===== src/rtl/gyruss_audio_decim.sv =====
// ---------------------------------------------------------------------------
// gyruss_audio_decim
//
// Audio output stage that follows the heavy low-pass filter. It boxcar
// averages the full-rate filter output over 2^LOG2_DIV clocks (1024 clocks at
// 49.152 MHz gives 48 kHz). An optional first-order DC blocker and 16-bit
// saturation come after the averager. Each new sample is flagged with a
// one-clock valid strobe.
//
// Ports:
//   clk        system clock (49.152 MHz)
//   reset      asynchronous, active-high reset
//   in         signed 16-bit sample from the low-pass filter, taken every clk
//   mute       forces the output and the DC blocker state to zero
//   out        signed 16-bit decimated sample, held between strobes
//   out_valid  one-clock pulse on every update of out
// ---------------------------------------------------------------------------
module gyruss_audio_decim #(
   parameter int LOG2_DIV  = 10,
   parameter bit DC_EN     = 1'b1,
   parameter int DCB_SHIFT = 10
) (
   input  logic               clk,
   input  logic               reset,
   input  logic signed [15:0] in,
   input  logic               mute,
   output logic signed [15:0] out,
   output logic               out_valid
);

   localparam int ACC_W = 16 + LOG2_DIV;
   localparam int Y_W   = 19;

   logic        [LOG2_DIV-1:0] cnt;
   logic signed [ACC_W-1:0]    acc;
   logic signed [ACC_W-1:0]    acc_sum;
   logic signed [15:0]         avg;
   logic signed [15:0]         avg_prev;
   logic signed [15:0]         avg_next;
   logic signed [15:0]         y_prev;
   logic signed [Y_W-1:0]      y;
   logic signed [15:0]         y_sat;
   logic signed [15:0]         out_next;
   logic                       stage;
   logic                       win_close;

   // The window closes on the last count of the cycle. The sample present on
   // that edge still belongs to the closing window, so it is folded into the
   // sum that gets averaged instead of into the accumulator.
   assign win_close = &cnt;

   // Window sum including the current sample. A sum of 2^LOG2_DIV 16-bit
   // samples always fits in 16+LOG2_DIV bits, so no overflow handling is needed.
   // The arithmetic shift makes the average round toward minus infinity.
   always_comb begin
      acc_sum  = acc + {{LOG2_DIV{in[15]}}, in};
      avg_next = 16'(acc_sum >>> LOG2_DIV);
   end

   // DC blocker: y = x[n] - x[n-1] + y[n-1] - y[n-1]*2^-DCB_SHIFT.
   // The 19-bit width covers the worst case of two full-scale differences
   // plus the feedback term. The result is then clamped to 16 bits.
   always_comb begin
      y = Y_W'(avg) - Y_W'(avg_prev) + Y_W'(y_prev) - Y_W'(y_prev >>> DCB_SHIFT);
      if (y > 19'sd32767) begin
         y_sat = 16'sh7FFF;
      end else if (y < -19'sd32768) begin
         y_sat = 16'sh8000;
      end else begin
         y_sat = y[15:0];
      end
   end

   // Value written to out on the output edge. mute overrides both paths.
   // The same value becomes the blocker's feedback state, so releasing mute
   // restarts the blocker from zero.
   always_comb begin
      out_next = out;
      if (mute) begin
         out_next = '0;
      end else if (DC_EN) begin
         out_next = y_sat;
      end else begin
         out_next = avg;
      end
   end

   // Pipeline: window close latches the new average and sets the stage flag.
   // On the following edge the output is computed from the latched averages,
   // and the strobe is raised for exactly that one cycle.
   always_ff @(posedge clk or posedge reset) begin
      if (reset) begin
         cnt       <= '0;
         acc       <= '0;
         avg       <= '0;
         avg_prev  <= '0;
         y_prev    <= '0;
         out       <= '0;
         out_valid <= 1'b0;
         stage     <= 1'b0;
      end else begin
         cnt       <= cnt + 1'b1;
         out_valid <= stage;
         if (stage) begin
            out    <= out_next;
            y_prev <= out_next;
            stage  <= 1'b0;
         end
         if (win_close) begin
            avg      <= avg_next;
            avg_prev <= avg;
            acc      <= '0;
            stage    <= 1'b1;
         end else begin
            acc <= acc_sum;
         end
      end
   end

endmodule


===== config.mk =====
export PLATFORM = sky130hd
export DESIGN_NAME = gyruss_audio_decim
export DESIGN_NICKNAME = d
export VERILOG_FILES = /design/src/rtl/gyruss_audio_decim.sv
export SDC_FILE = /design/constraint.sdc
export NUM_CORES = 1
export LEC_CHECK = 0
export BUFFER_PORTS_ARGS = -buffer_cell sky130_fd_sc_hd__buf_2
export CORE_MARGIN = 5
export CORE_UTILIZATION = 30
export DETAILED_ROUTE_END_ITERATION = 6
export GPL_TIMING_DRIVEN = 1
export HOLD_SLACK_MARGIN = 0.05
export SLEW_MARGIN = 40
export SYNTH_ARGS = -nofsm -noshare
export SYNTH_HDL_FRONTEND = slang
export SYNTH_SLANG_ARGS = --single-unit

===== constraint.sdc =====
create_clock -name clk -period 5.5 [get_ports clk]
set_input_delay 0.55 -clock clk [delete_from_list [all_inputs] [get_ports clk]]
set_output_delay 0.55 -clock clk [all_outputs]
set_load 0.02 [all_outputs]

==> out/metrics.cfg <==
[placement]
dp.cells=884
port_buffers=35
hpwl_microns=9420
gp_congestion=0.893

[clock_network]
clock_latency_ns=0.35
cts_max_level=3
hold_buffers=0
cts-root-buf=clkbuf_16
tritoncts=done
clock_path_buffers=2
cts_resized=0
cts_made_buffers=9
cts.clk_slew.worst_paths_ns=0.07
cts_sinks=86
postCtsSetupBuffers=0

[timing]
grt_setup_unrepaired=false
fmax_ghz=0.215
slew_headroom_pct=52.0
setup_viol=0
worst_slew_pin_slew_ns=0.720
finalHoldViolCount=0
setup_tns_ns=0
period_needed_ns=4.65
fin_crit_sh_pct=84.6
clock_skew_ns=0.0148
drv_slew=0

[outcome]
status=completed

[detailed_routing]
drc=0
dr.pass1.iters=4
viasPerCell=4.61
num_vias=4145
drt_iter0_drc=270
ant_nets=0
wl_per_cell_microns=13.6
wl_microns=12300

[floorplanning]
core_area_sq_mm=0.0194
fp.dieW_microns=150
die-area_sq_mm=0.0225
pin_count=36
die_y_microns=150
rows=51
initial_core_util_pct=30.3

[setup_path]
critPathRequiredTime_ns=5.69
reg2reg_to=y_prev[13]
rrSetupSlack_ns=0.85
worstSetupEndpointType=flop
r2r-start=y_prev[15]
crit_fanout=15
critPathKind=flop to flop
arrival_ns=4.84
reg2reg_depth=11
startpoint_type=flop

[cells_and_area]
n_fill_cell=2016
area_growth_pct=12.9
n_antenna_cell=0
finalNonFillerCells=900
fin_nets=727
drive_gt1_share_pct=12.0

[pwr]
p_leak_nw=3.24
powerDensity_mw_per_mm2=340
peakVddDrop_uv=164

[logic_synthesis]
async_flop_share_pct=100
synth_edf_count=0
synth.avg_cell_area_sq_um=9.87
synth-seq-cells=86
yosys-top-cells-area=dfrtp_1 (37%), fa_1 (11%), ha_1 (9.6%)
yosys.area.top_type_share_pct=36.6
netlist_area_sq_mm=0.00588
synth_cell_types=53
ys_warn_count=0
synth_cells=596
synth_ff_type=dfrtp_1
yosys.area.top_type=dfrtp_1
ys_seq_area_share_pct=36.6
synthesis.nets=693

[global_route]
grt_max_degree=58
first_global_vias=4167
grt_pass1_wl_microns=21300
antenna_found_initial=0
track_usage_pct=12.0
gr-total-overflow=0

[min_path]
hp-class=input port to asynchronous set/reset pin

[job]
cap_violations=0

==> synthesized netlist by cell type, drive strengths merged (2+ instances only) <==
master,number
buf,5
nor2,39
a21boi,2
a221oi,2
ha,45
o31a,4
o31ai,4
xnor2,25
a31oi,3
nand3,8
o21ai,53
o211ai,3
inv,84
and2,4
and4,3
nor2b,7
and3,8
a211oi,6
nand2,42
nand2b,5
o22ai,4
nand4,6
a21oi,29
dfrtp,86
o21bai,3
xor2,20
a21o,16
nor3,5
a2111oi,2
or2,2
o221ai,13
fa,33
o41ai,2
clkbuf,9
o21a,4
==> layout by cell type, fill, tap and decap left out, drive strengths merged, types with 5 or more instances in the layout <==
cell,synthesis,routed
a21o,16,16
a21oi,29,29
nand2,42,42
inv,84,84
nor2,39,39
clkbuf,9,9
nor3,5,5
fa,33,33
xnor2,25,25
o221ai,13,13
buf,5,37
nor2b,7,7
nand2b,5,5
and3,8,8
nand3,8,8
ha,45,45
o21ai,53,53
xor2,20,20
nand4,6,6
dfrtp,86,86
a211oi,6,6
==> per-stage QoR <==
stage | setup slack (ns) | area [sq um] | hold slack (ns) | power [mW] | util [%]
after floorplan | 1.16 | 5880 | 0.352 | 1.51 | -
after global placement | 0.896 | 6340 | 0.457 | 1.68 | 32.7
after detailed placement | 0.843 | 6370 | 0.459 | 1.69 | 32.8
after CTS | 0.808 | 6640 | 0.183 | 2.28 | 34.2
after global routing | 0.503 | 6640 | 0.218 | 2.45 | 34.2
final | 0.848 | 6640 | 0.180 | 2.26 | 34.2
==> logic make-up after synthesis <==
group	share of synthesized area, %
flip-flops	36.6
AND/OR/NAND/NOR	10.7
AO/OA/AOI/OAI	18.5
buffers and inverters	6.51
multiplexers	0.191
XOR/XNOR	6.70
adder cells (fa/ha/maj)	20.8
==> state kept, by name, indices dropped and copies added (netlist names) <==
register   count
out_valid      1
avg_prev      16
acc           26
y_prev        16
stage          1
avg           16
cnt           10
==> per-layer routing <==
layer  vias to the layer above  track usage, %  routed length [microns]
met5                         -               0                        0
met4                         0            2.74                      104
met3                         7            3.00                      467
met2                        53            18.5                     5470
met1                      1970            16.9                     6210
li1                       2115               -                        -
==> layout make-up <==
cell class                      count  area, sq um  share of cell area [%]
Clock buffer                        9          225                    3.39
Sequential cell                    86         2150                    32.4
Tap cell                          265          332                    4.99
Timing Repair Buffer               37          203                    3.05
Inverter                           84          317                    4.77
Multi-Input combinational cell    412         3360                    50.6
Clock inverter                      7         50.0                   0.753
==> critical path: stages (launching register included) <==
cell and delay [ns]:
dfrtp_1 0.81, fa_1 0.54, fa_1 0.51, inv_1 0.04, ha_1 0.24, or4_4 0.56, o221a_4 0.25, a221o_1 0.38
a31oi_4 0.21, o21ai_0 0.22, o21ai_4 0.50, o221ai_1 0.22
==> power breakdown <==
group          internal (mW)  switching (mW)  total, mW  leakage [nW]
sequential             0.743          0.0325      0.776         0.957
combinational          0.388           0.519      0.907          2.15
clock                  0.307           0.265      0.572         0.128
total                   1.44           0.817       2.26          3.24
==> how the worst max path moves through the flow <==
| stage | end | start | cells after the start | slack, ns |
|---|---|---|---|---|
| 3_5_place_dp | y_prev[14] | y_prev[15] | 11 | 0.84 |
| 2_1_floorplan | y_prev[2] | y_prev[15] | 13 | 1.16 |
| 3_3_place_gp | y_prev[13] | y_prev[15] | 11 | 0.90 |
| 6_report | y_prev[13] | y_prev[15] | 11 | 0.85 |
| 5_1_grt | y_prev[12] | y_prev[15] | 12 | 0.50 |
| 4_1_cts | y_prev[13] | y_prev[15] | 11 | 0.81 |
Power figures use the tool's default switching activity.
